$ cat config.mk
export PLATFORM = sky130hd
export DESIGN_NAME = alu_serial_nbit
export DESIGN_NICKNAME = d
export VERILOG_FILES = /design/src/rtl/alu_serial_pkg.sv /design/src/rtl/alu_serial_nbit_digit.sv /design/src/rtl/alu_serial_nbit.sv
export SDC_FILE = /design/constraint.sdc
export NUM_CORES = 1
export LEC_CHECK = 0
export ABC_AREA = 1
export CAP_MARGIN = 20
export CORE_UTILIZATION = 35
export CTS_BUF_LIST = sky130_fd_sc_hd__clkbuf_4 sky130_fd_sc_hd__clkbuf_8
export DETAILED_ROUTE_END_ITERATION = 8
export MAX_ROUTING_LAYER = met4
export PLACE_DENSITY_LB_ADDON = 0.15
export SLEW_MARGIN = 20
export SYNTH_ARGS = -nofsm -noshare
export SYNTH_HDL_FRONTEND = slang
export SYNTH_HIERARCHICAL = 1
export SYNTH_SLANG_ARGS = --single-unit
$ cat constraint.sdc
create_clock -name clk -period 5.85 [get_ports clk]
set_input_delay 1.4625 -clock clk [delete_from_list [all_inputs] [get_ports clk]]
set_output_delay 1.4625 -clock clk [all_outputs]
set_load 0.005 [all_outputs]
$ cat src/rtl/alu_serial_pkg.sv
// Shared types and constants for the digit-serial ALU.
// Pure declarations: no logic, no latency.
package alu_serial_pkg;

    typedef enum logic [1:0] {
        IDLE = 2'd0,
        RUN  = 2'd1,
        DONE = 2'd2
    } state_t;

    // Arithmetic-mode B operand select, driven by s[1:0]
    localparam logic [1:0] BSEL_B    = 2'b00;
    localparam logic [1:0] BSEL_NB   = 2'b01;
    localparam logic [1:0] BSEL_ZERO = 2'b10;
    localparam logic [1:0] BSEL_ONES = 2'b11;

    // Bit positions inside the function select
    localparam int S_USE_FLAG = 2;
    localparam int S_RSVD     = 3;

endpackage

$ cat src/rtl/alu_serial_nbit_digit.sv
// One DIGIT-bit combinational ALU slice: Toffoli/double-XOR carry chain in arithmetic mode,
// 4-entry truth-table lookup per bit in logic mode. Zero latency, no flow control.
module alu_digit
    import alu_serial_pkg::*;
#(
    parameter int DIGIT = 2
) (
    input  logic [DIGIT-1:0] a,
    input  logic [DIGIT-1:0] b,
    input  logic [3:0]       s,
    input  logic             m,
    input  logic             cin,
    output logic [DIGIT-1:0] f,
    output logic             cout,
    output logic             ctop
);

    logic [DIGIT-1:0] bp;
    logic [DIGIT:0]   c;
    logic [DIGIT-1:0] p;

    always_comb begin
        case (s[1:0])
            BSEL_B:    bp = b;
            BSEL_NB:   bp = ~b;
            BSEL_ZERO: bp = '0;
            BSEL_ONES: bp = '1;
            default:   bp = b;
        endcase
    end

    // Carry chain written in reversible-gate form: a Toffoli on (a, b') xored with
    // a Toffoli on (c, a^b'), which equals the usual majority carry.
    always_comb begin
        c    = '0;
        p    = '0;
        f    = '0;
        c[0] = cin;
        for (int i = 0; i < DIGIT; i++) begin
            p[i]   = a[i] ^ bp[i];
            c[i+1] = (a[i] & bp[i]) ^ (c[i] & p[i]);
            f[i]   = m ? s[{a[i], b[i]}] : (p[i] ^ c[i]);
        end
    end

    assign cout = m ? 1'b0 : c[DIGIT];
    assign ctop = m ? 1'b0 : c[DIGIT-1];

endmodule

$ cat src/rtl/alu_serial_nbit.sv
// Digit-serial N-bit ALU: accepts one op in IDLE, result valid WIDTH/DIGIT edges later.
// Result and flags are held in DONE until out_ready; no new op is accepted until then.
module alu_serial_nbit
    import alu_serial_pkg::*;
#(
    parameter int WIDTH = 8,
    parameter int DIGIT = 2
) (
    input  logic             clk,
    input  logic             rst,
    input  logic             in_valid,
    output logic             in_ready,
    input  logic [WIDTH-1:0] a,
    input  logic [WIDTH-1:0] b,
    input  logic [3:0]       s,
    input  logic             m,
    input  logic             cin,
    output logic             out_valid,
    input  logic             out_ready,
    output logic [WIDTH-1:0] f,
    output logic             cout,
    output logic             zero,
    output logic             ovf,
    output logic             carry_flag
);

    localparam int N  = WIDTH / DIGIT;
    localparam int CW = (N > 1) ? $clog2(N) : 1;

    state_t           state;
    logic [WIDTH-1:0] a_sh;
    logic [WIDTH-1:0] b_sh;
    logic [WIDTH-1:0] f_sh;
    logic [3:0]       s_r;
    logic             m_r;
    logic             c_r;
    logic [CW-1:0]    cnt;

    logic [DIGIT-1:0] d_f;
    logic             d_cout;
    logic             d_ctop;
    logic [WIDTH-1:0] f_nxt;
    logic             last;
    logic             accept;
    logic             eff_cin;

    assign accept  = in_valid & in_ready;
    assign last    = (cnt == CW'(N - 1));
    assign eff_cin = s[S_USE_FLAG] ? carry_flag : cin;
    // Result digits enter at the top and walk down, so after N shifts digit 0 sits at the LSB
    assign f_nxt   = (f_sh >> DIGIT) | (WIDTH'(d_f) << (WIDTH - DIGIT));

    alu_digit #(
        .DIGIT (DIGIT)
    ) u_digit (
        .a    (a_sh[DIGIT-1:0]),
        .b    (b_sh[DIGIT-1:0]),
        .s    (s_r),
        .m    (m_r),
        .cin  (c_r),
        .f    (d_f),
        .cout (d_cout),
        .ctop (d_ctop)
    );

    always_ff @(posedge clk or posedge rst) begin
        if (rst) begin
            state      <= IDLE;
            in_ready   <= 1'b1;
            out_valid  <= 1'b0;
            a_sh       <= '0;
            b_sh       <= '0;
            f_sh       <= '0;
            s_r        <= '0;
            m_r        <= 1'b0;
            c_r        <= 1'b0;
            cnt        <= '0;
            f          <= '0;
            cout       <= 1'b0;
            zero       <= 1'b0;
            ovf        <= 1'b0;
            carry_flag <= 1'b0;
        end else begin
            case (state)
                IDLE: begin
                    if (accept) begin
                        state    <= RUN;
                        in_ready <= 1'b0;
                        a_sh     <= a;
                        b_sh     <= b;
                        f_sh     <= '0;
                        s_r      <= s;
                        m_r      <= m;
                        c_r      <= eff_cin;
                        cnt      <= '0;
                    end
                end
                RUN: begin
                    a_sh <= a_sh >> DIGIT;
                    b_sh <= b_sh >> DIGIT;
                    f_sh <= f_nxt;
                    c_r  <= d_cout;
                    cnt  <= last ? '0 : cnt + 1'b1;
                    if (last) begin
                        state     <= DONE;
                        out_valid <= 1'b1;
                        f         <= f_nxt;
                        zero      <= (f_nxt == '0);
                        cout      <= d_cout;
                        ovf       <= d_ctop ^ d_cout;
                        // Logic ops leave the chained carry untouched
                        if (!m_r) begin
                            carry_flag <= d_cout;
                        end
                    end
                end
                DONE: begin
                    if (out_ready) begin
                        state     <= IDLE;
                        out_valid <= 1'b0;
                        in_ready  <= 1'b1;
                    end
                end
                default: begin
                    state     <= IDLE;
                    out_valid <= 1'b0;
                    in_ready  <= 1'b1;
                end
            endcase
        end
    end

endmodule

==> results of run 1 <==
stage by stage:
step / worst slack (ns) / instances
2_1_floorplan: 3.30 / 287
3_3_place_gp: 2.77 / 393
3_5_place_dp: 2.73 / 393
4_1_cts: 3.05 / 401
5_1_grt: 2.91 / 401
6_report: 3.07 / 401
cell families after synthesis:
kind of cell	Yosys count	share of synthesized area (%)
XOR/XNOR	2	0.768
AND/OR/NAND/NOR	183	33.3
adder cells (fa/ha/maj)	4	2.85
flip-flops	46	50.5
buffers and inverters	33	8.00
AO/OA/AOI/OAI	19	4.55
synth_stat cells, types with 2 or more instances:
cell type and count:
buf_2 3, ha_1 2, o21ai_0 14, inv_1 16
nand2_1 136, nand2_2 3, nor2_1 9, dfrtp_1 45
inv_2 5, xnor2_1 2, buf_4 5, fa_1 2
nand3_1 29, buf_6 3
per-layer routing:
metal | up-vias | global-route usage [%]
li1 | 965 | -
met2 | 37 | 21.9
met3 | 5 | 3.30
met4 | 0 | 4.14
met1 | 836 | 20.8
met5 | - | -
cell type report:
cell class | count | area [µm²]
clock buffers | 5 | 68.8
clock inverters | 3 | 68.8
fillers | 661 | 3490
inverters | 22 | 96.3
multi-input cells | 208 | 947
flip-flops and latches | 46 | 1150
well taps | 77 | 96.3
repair buffers | 40 | 398
worst max path at each step:
stage,startpoint,endpoint,slack [ns],depth (start not counted)
global route,in_valid,a_sh[1]$_DFFE_PP0P_,2.91,7
global placement,in_valid,b_sh[1]$_DFFE_PP0P_,2.77,7
floorplan,rst,a_sh[0]$_DFFE_PP0P_,3.30,1
finish,in_ready$_DFFE_PP1P_,in_ready,3.07,1
CTS,in_ready$_DFFE_PP1P_,in_ready,3.05,1
detailed placement,in_valid,a_sh[1]$_DFFE_PP0P_,2.73,7
power breakdown:
group | total, mW | leakage, nW | internal [mW] | switching (mW)
clock network | 0.280 | 0.0683 | 0.171 | 0.109
logic | 0.643 | 0.798 | 0.272 | 0.370
registers | 0.561 | 0.591 | 0.458 | 0.104
total | 1.48 | 1.46 | 0.901 | 0.583
state kept, by name (all words and copies together), names as in the netlist:
| signal | flops |
|---|---|
| s_r | 4 |
| out_valid | 1 |
| m_r | 1 |
| b_sh | 8 |
| zero | 1 |
| ovf | 1 |
| state | 2 |
| f | 8 |
| carry_flag | 1 |
| c_r | 1 |
| f_sh | 6 |
| a_sh | 8 |
| cnt | 2 |
| in_ready | 1 |
| cout | 1 |
==> flow_metrics.env, run 1 <==
export IMPL_ios=40
export IMPL_numClockSinks=46
export IMPL_async_flop_share_pct=100
export IMPL_area_growth_pct=23.9
export IMPL_crit_slowest_cell="dfstp_2"
export IMPL_grt_overflow_total=0
export IMPL_cp_cell_sequence="clkdlybuf4s50_1"
export IMPL_critPathMaxFanout=3
export IMPL_hold_depth=2
export IMPL_wirelength_met1_mm=2.23
export IMPL_grt_pass1_wl_mm=7.42
export IMPL_synth_nets=317
export IMPL_period_share_pct=47.6
export IMPL_powerDensity_nw_per_um2=525
export IMPL_die_height_um=82.8
export IMPL_cts_tree="built"
export IMPL_slowest_delay_ns=0.54
export IMPL_fin_crit_ns=2.78
export IMPL_clockBufferDepth=2
export IMPL_relSlewSlack_pct=55.8
export IMPL_remaining_drc_errors=0
export IMPL_yosys_warnings=6
export IMPL_whs_ns=0.483
export IMPL_routed_wl_mm=4.46
export IMPL_drive_gt1_share_pct=7.72
export IMPL_wl_met2_mm=2.03
export IMPL_vias=1843
export IMPL_antenna_found_initial=0
export IMPL_clk_latency_ns=0.30
export IMPL_avgSynthCellArea_um2=7.95
export IMPL_start_kind="flop"
export IMPL_synthCells=287
export IMPL_fin_skew_ns=0.0102
export IMPL_viasPerCell=4.60
export IMPL_power_mw=1.48
export IMPL_htree_num_levels=2
export IMPL_dr_pass1_iters=4
export IMPL_power_leakage_nw=1.46
export IMPL_clk_pin_slew_worst_paths_ns=0.09
export IMPL_fin_area_um2=2830
export IMPL_num_nets_final=353
export IMPL_endpoint_kind="output port"
export IMPL_synth_area_um2=2280
export IMPL_met3_wirelength_um=162
export IMPL_postRouteAntennaNets=0
export IMPL_status="finished clean"
export IMPL_start_util_pct=36.1
export IMPL_ys_ff_latch=46
export IMPL_fmax_ghz=0.359
export IMPL_root_buffer="clkbuf_8"
export IMPL_r2r_start="s_r[0]$_DFFE_PP0P_"
export IMPL_ys_seq_area_share_pct=50.5
export IMPL_grt_max_degree=47
export IMPL_path_class="flop to output port"
export IMPL_required_ns=4.39
export IMPL_synthTopCellsByArea="dfrtp_1 (49%), nand2_1 (22%), nand3_1 (6.4%)"
export IMPL_final_max_slew_violation_count=0
export IMPL_reg2regPathDepth=13
export IMPL_layout_common_cells="nand2_1 (136), dfrtp_1 (45), clkdlybuf4s50_1 (39)"
export IMPL_grt_usage_pct=15.0
export IMPL_worstPathArrival_ns=1.32
export IMPL_postCtsSetupBuffers=0
export IMPL_cts_made_buffers=5
export IMPL_cp_num_buf_inv=1
export IMPL_synth_largest_area_cell="dfrtp_1"
export IMPL_num_antenna_cells=0
export IMPL_cts_resized=0
export IMPL_die_x_um=82.8
export IMPL_max_slew_worst_pin_slew_ns=0.662
export IMPL_final_common_cell="nand2_1"
export IMPL_synth_top_area_share_pct=49.3
export IMPL_min_path_type="flop to flop"
export IMPL_maxCapViolations=0
export IMPL_max_vdd_ir_drop_mv=0.272
export IMPL_ff2ff_setup_slack_ns=3.49
export IMPL_dp_hpwl_mm=2.95
export IMPL_hold_viol_final=0
export IMPL_min_to="cout$_DFFE_PP0P_"
export IMPL_dieArea_um2=6850
export IMPL_coreArea_um2=6310
export IMPL_grt_pass1_vias=1547
export IMPL_gp_congestion=0.742
export IMPL_setup_viol=0
export IMPL_drt_iter0_drc=113
export IMPL_synth_edf_count=0
export IMPL_placed_cell_area_um2=2690
export IMPL_setup_tns_ns=0
export IMPL_port_buffers=39
export IMPL_wl_per_cell_um=11.1
export IMPL_r2r_end="zero$_DFFE_PP0P_"
export IMPL_worstHoldStart="cout$_DFFE_PP0P_"
export IMPL_rsz0062_at_grt="no"
export IMPL_synth_cell_types=27
export IMPL_hold_buffers=0
export IMPL_fin_util_pct=44.8
export IMPL_synthFlopType="dfrtp_1"
export IMPL_highest_layer="met4"
export IMPL_crit_family="flip-flops"
export IMPL_rows=29
Power figures use the tool's default switching activity.
==> run 2: changes to the inputs <==
==> constraint.sdc (replaced) <==
create_clock -name clk -period 2.24 [get_ports clk]
set_input_delay 0.56 -clock clk [delete_from_list [all_inputs] [get_ports clk]]
set_output_delay 0.56 -clock clk [all_outputs]
set_load 0.005 [all_outputs]
==> flow_metrics.env, run 2 (synthesis results as in run 1) <==
export IMPL_fin_crit_ns=2.12
export IMPL_relSlewSlack_pct=62.5
export IMPL_crit_start="s_r[1]$_DFFE_PP0P_"
export IMPL_grt_usage_pct=15.9
export IMPL_grt_overflow_total=0
export IMPL_cp_cell_sequence="xnor2_2 > nand2_1 > nand2_2 > fa_2 > inv_2 > fa_1 > or2_4 > nand2_2 > inv_2 > nand2_1 > nor2_1 > nand2_1 > nand2_1"
export IMPL_maxCapViolations=0
export IMPL_num_nets_final=361
export IMPL_grt_pass1_wl_mm=7.86
export IMPL_max_slew_worst_pin_slew_ns=0.558
export IMPL_period_share_pct=94.4
export IMPL_required_ns=2.45
export IMPL_grt_max_degree=46
export IMPL_area_growth_pct=25.8
export IMPL_slowest_delay_ns=0.42
export IMPL_drt_iter0_drc=108
export IMPL_rows=29
export IMPL_htree_num_levels=2
export IMPL_r2r_start="s_r[1]$_DFFE_PP0P_"
export IMPL_antenna_found_initial=0
export IMPL_worstPathArrival_ns=2.32
export IMPL_die_x_um=82.8
export IMPL_num_antenna_cells=0
export IMPL_path_class="flop to flop"
export IMPL_clk_latency_ns=0.31
export IMPL_place_ws_ns=-0.0169
export IMPL_root_buffer="clkbuf_8"
export IMPL_setup_viol=0
export IMPL_clockBufferDepth=2
export IMPL_max_vdd_ir_drop_mv=0.563
export IMPL_power_leakage_nw=1.48
export IMPL_endpoint_kind="flop"
export IMPL_crit_family="adder cells"
export IMPL_crit_slowest_cell="dfrtp_1"
export IMPL_dp_hpwl_mm=3.28
export IMPL_dieArea_um2=6850
export IMPL_status="finished clean"
export IMPL_fin_skew_ns=0.0109
export IMPL_fmax_ghz=0.473
export IMPL_gp_congestion=0.816
export IMPL_dr_pass1_iters=4
export IMPL_viasPerCell=4.55
export IMPL_port_buffers=39
export IMPL_cts_made_buffers=5
export IMPL_vias=1859
export IMPL_cp_num_buf_inv=2
export IMPL_finalWorstSetupSlack_ns=0.124
export IMPL_drive_gt1_share_pct=11.7
export IMPL_rsz0062_at_grt="yes"
export IMPL_numClockSinks=46
export IMPL_fin_util_pct=45.5
export IMPL_grt_pass1_vias=1735
export IMPL_cp_common_cell="nand2_1"
export IMPL_start_kind="flop"
export IMPL_die_height_um=82.8
export IMPL_critPathMaxFanout=3
export IMPL_min_path_type="flop to flop"
export IMPL_wl_per_cell_um=11.6
export IMPL_largestRegisters="a_sh (8), b_sh (8), f (8)"
export IMPL_ff2ff_setup_slack_ns=0.12
export IMPL_clk_pin_slew_worst_paths_ns=0.10
export IMPL_coreArea_um2=6310
export IMPL_hold_viol_final=0
export IMPL_start_util_pct=36.1
export IMPL_final_max_slew_violation_count=0
export IMPL_powerDensity_nw_per_um2=1330
export IMPL_cts_tree="built"
export IMPL_postRouteAntennaNets=0
export IMPL_ios=40
export IMPL_worstHoldStart="in_ready$_DFFE_PP1P_"
export IMPL_layout_common_cells="nand2_1 (134), dfrtp_1 (45), clkdlybuf4s50_1 (39)"
export IMPL_remaining_drc_errors=0
export IMPL_routed_wl_mm=4.75
export IMPL_final_common_cell="nand2_1"
[run 2: layout make-up]
cell class / instances / area, µm²
Fill cell: 659 / 3440
Sequential cell: 46 / 1150
Multi-Input combinational cell: 208 / 965
Timing Repair Buffer: 48 / 470
Inverter: 22 / 96.3
Tap cell: 77 / 96.3
Clock buffer: 5 / 68.8
Clock inverter: 3 / 21.3
[run 2: metrics by stage]
stage	power, mW	area [µm²]	hold slack, ns	instances	setup TNS, ns
after floorplan	2.75	2280	0.449	287	0
after global placement	3.23	2750	0.463	399	0
after detailed placement	3.25	2750	0.461	399	-0.0169
after CTS	3.80	2850	0.483	408	0
after global routing	4.22	2870	0.512	409	-0.00804
final	3.82	2870	0.480	409	0
[run 2: what timing repair did]
action,CTS,global route
setup endpoints to repair,1,3
pin swaps,0,8
hold buffers,0,0
resized for setup,0,7
buffers inserted,1,1
[run 2: worst min-delay path: stages (launching register included)]
cell     delay, ns
dfstp_2       0.38
nand2_1       0.06
nand2_1       0.04
[run 2: path summary, 6_finish.rpt]
check,to,cells past startpoint
worst max-delay path,zero$_DFFE_PP0P_,13
worst min register to register,in_ready$_DFFE_PP1P_,2
worst max register to register,zero$_DFFE_PP0P_,13
min in group asynchronous,b_sh[3]$_DFFE_PP0P_,2
max in group asynchronous,state[1]$_DFFE_PP0P_,3
worst min-delay path,in_ready$_DFFE_PP1P_,2
[run 2: where the power goes]
| group | total [mW] | leakage (nW) | internal (mW) | switching, mW |
|---|---|---|---|---|
| sequential | 1.47 | 0.591 | 1.20 | 0.270 |
| clock | 0.519 | 0.0441 | 0.220 | 0.299 |
| combinational | 1.83 | 0.843 | 0.817 | 1.02 |
| total | 3.82 | 1.48 | 2.23 | 1.59 |
[run 2: routing by layer]
layer  GRT usage, %  part of all wire, %
met1           20.5                   50
met2           24.8                   46
met3           3.63                  3.2
met4           5.17                 0.76
met5              -                    0
==> run 3: changes to the inputs <==
--- a/config.mk
+++ b/config.mk
@@ -6,10 +6,10 @@
 export NUM_CORES = 1
 export LEC_CHECK = 0
 export ABC_AREA = 1
-export CAP_MARGIN = 20
 export CORE_UTILIZATION = 35
 export CTS_BUF_LIST = sky130_fd_sc_hd__clkbuf_4 sky130_fd_sc_hd__clkbuf_8
 export DETAILED_ROUTE_END_ITERATION = 8
+export GPL_TIMING_DRIVEN = 0
 export MAX_ROUTING_LAYER = met4
 export PLACE_DENSITY_LB_ADDON = 0.15
 export SLEW_MARGIN = 20
==> flow_metrics.env, run 3 (synthesis results as in run 1) <==
export IMPL_min_to="zero$_DFFE_PP0P_"
export IMPL_relSlewSlack_pct=65.6
export IMPL_r2r_start="s_r[0]$_DFFE_PP0P_"
export IMPL_fin_skew_ns=0.0133
export IMPL_root_buffer="clkbuf_8"
export IMPL_num_antenna_cells=0
export IMPL_viasPerCell=4.59
export IMPL_fillerInstances=677
export IMPL_num_nets_final=369
export IMPL_port_buffers=39
export IMPL_worstPathArrival_ns=2.39
export IMPL_r2r_end="zero$_DFFE_PP0P_"
export IMPL_setup_tns_ns=0
export IMPL_power_leakage_nw=1.54
export IMPL_maxCapViolations=0
export IMPL_drt_iter0_drc=101
export IMPL_grt_overflow_total=0
export IMPL_final_common_cell="nand2_1"
export IMPL_cts_made_buffers=5
export IMPL_area_growth_pct=30.9
export IMPL_crit_family="adder cells"
export IMPL_htree_num_levels=2
export IMPL_clk_pin_slew_worst_paths_ns=0.10
export IMPL_dr_pass1_iters=6
export IMPL_hold_depth=2
export IMPL_finalWorstSetupSlack_ns=0.0616
export IMPL_endpoint_kind="flop"
export IMPL_min_path_type="flop to flop"
export IMPL_antenna_found_initial=0
export IMPL_clk_latency_ns=0.31
export IMPL_wl_per_cell_um=12.1
export IMPL_rsz0062_at_grt="yes"
export IMPL_gp_congestion=0.740
export IMPL_powerDensity_nw_per_um2=1420
export IMPL_fmax_ghz=0.459
export IMPL_cp_cell_sequence="xnor2_2 > nand2_1 > nand2_2 > fa_2 > inv_2 > fa_1 > or2_4 > nand2_2 > inv_2 > nand2_2 > nor2_2 > nand2_1 > nand2_1"
export IMPL_seqCellArea_um2=1150
export IMPL_dp_hpwl_mm=3.58
export IMPL_rows=29
export IMPL_max_slew_worst_pin_slew_ns=0.515
export IMPL_drive_gt1_share_pct=15.0
export IMPL_reg2regPathDepth=13
export IMPL_numClockSinks=46
export IMPL_crit_cells=13
export IMPL_routed_wl_mm=5.04
export IMPL_cp_num_buf_inv=2
export IMPL_layoutNonFillerInstCount=417
export IMPL_setup_viol=0
export IMPL_status="finished clean"
export IMPL_power_mw=4.25
export IMPL_die_x_um=82.8
export IMPL_hold_viol_final=0
export IMPL_final_max_slew_violation_count=0
export IMPL_remaining_drc_errors=0
export IMPL_fin_area_um2=2990
export IMPL_postRouteAntennaNets=0
export IMPL_ios=40
export IMPL_grt_pass1_wl_mm=8.63
export IMPL_multi_input_area_um2=970
export IMPL_fin_util_pct=47.3
export IMPL_placed_cell_area_um2=2790
export IMPL_dieArea_um2=6850
export IMPL_required_ns=2.45
export IMPL_start_kind="flop"
export IMPL_ff2ff_setup_slack_ns=0.06
export IMPL_grt_pass1_vias=1845
export IMPL_path_class="flop to flop"
export IMPL_slowest_delay_ns=0.44
export IMPL_whs_ns=0.479
export IMPL_critPathMaxFanout=3
export IMPL_die_height_um=82.8
export IMPL_clockBufferDepth=2
export IMPL_vias=1916
export IMPL_period_share_pct=97.2
export IMPL_worstHoldStart="zero$_DFFE_PP0P_"
export IMPL_place_ws_ns=-0.123
export IMPL_cts_tree="built"
export IMPL_layout_common_cells="nand2_1 (133), dfrtp_1 (44), clkdlybuf4s50_1 (39)"
export IMPL_largestRegisters="a_sh (8), b_sh (8), f (8)"
export IMPL_dp_cells=404
export IMPL_start_util_pct=36.1
export IMPL_fin_crit_ns=2.18
export IMPL_max_vdd_ir_drop_mv=0.576
export IMPL_coreArea_um2=6310
export IMPL_grt_usage_pct=17.5
export IMPL_grt_max_degree=32
export IMPL_crit_slowest_cell="dfrtp_2"
[run 3: worst min-delay path: stages (launching register included)]
cell and delay (ns):
dfrtp_1 0.36, nand2_1 0.05, nand2_1 0.04
[run 3: cell type report]
cell class / count / area share (%)
plain buffers: 11 / 2.89
clock buffers: 5 / 2.30
clock inverters: 3 / 2.30
inverters: 22 / 3.22
multi-input cells: 208 / 32.5
flip-flops and latches: 46 / 38.6
well taps: 77 / 3.22
repair buffers: 45 / 15.0
[run 3: worst max-delay path by stage]
| stage | from | endpoint | slack, ns |
|---|---|---|---|
| 3_3_place_gp | rst | zero$_DFFE_PP0P_ | -0.43 |
| 5_1_grt | s_r[0]$_DFFE_PP0P_ | zero$_DFFE_PP0P_ | -0.06 |
| 6_report | s_r[0]$_DFFE_PP0P_ | zero$_DFFE_PP0P_ | 0.06 |
| 4_1_cts | s_r[0]$_DFFE_PP0P_ | zero$_DFFE_PP0P_ | 0.004 |
| 3_5_place_dp | s_r[0]$_DFFE_PP0P_ | zero$_DFFE_PP0P_ | -0.12 |
| 2_1_floorplan | s_r[0]$_DFFE_PP0P_ | zero$_DFFE_PP0P_ | 0.09 |
[run 3: power breakdown]
part | leakage, nW | internal, mW | switching (mW)
Clock | 0.0683 | 0.447 | 0.303
Combinational | 0.882 | 0.941 | 1.09
Sequential | 0.589 | 1.20 | 0.274
Total | 1.54 | 2.58 | 1.67
[run 3: per-layer routing]
| layer | global-route usage, % | wire length, µm |
|---|---|---|
| met1 | 23.3 | 2510 |
| met4 | 5.17 | 70 |
| met3 | 3.63 | 207 |
| met2 | 26.8 | 2260 |
| met5 | - | 0 |
[run 3: what timing repair did]
| item | in CTS | in global routing |
|---|---|---|
| hold endpoints to repair | 0 | 0 |
| resized for setup | 6 | 4 |
| pin swaps | 1 | 7 |
| setup buffers | 2 | 3 |
| hold buffers | 0 | 0 |
| endpoints found under the setup margin | 3 | 3 |
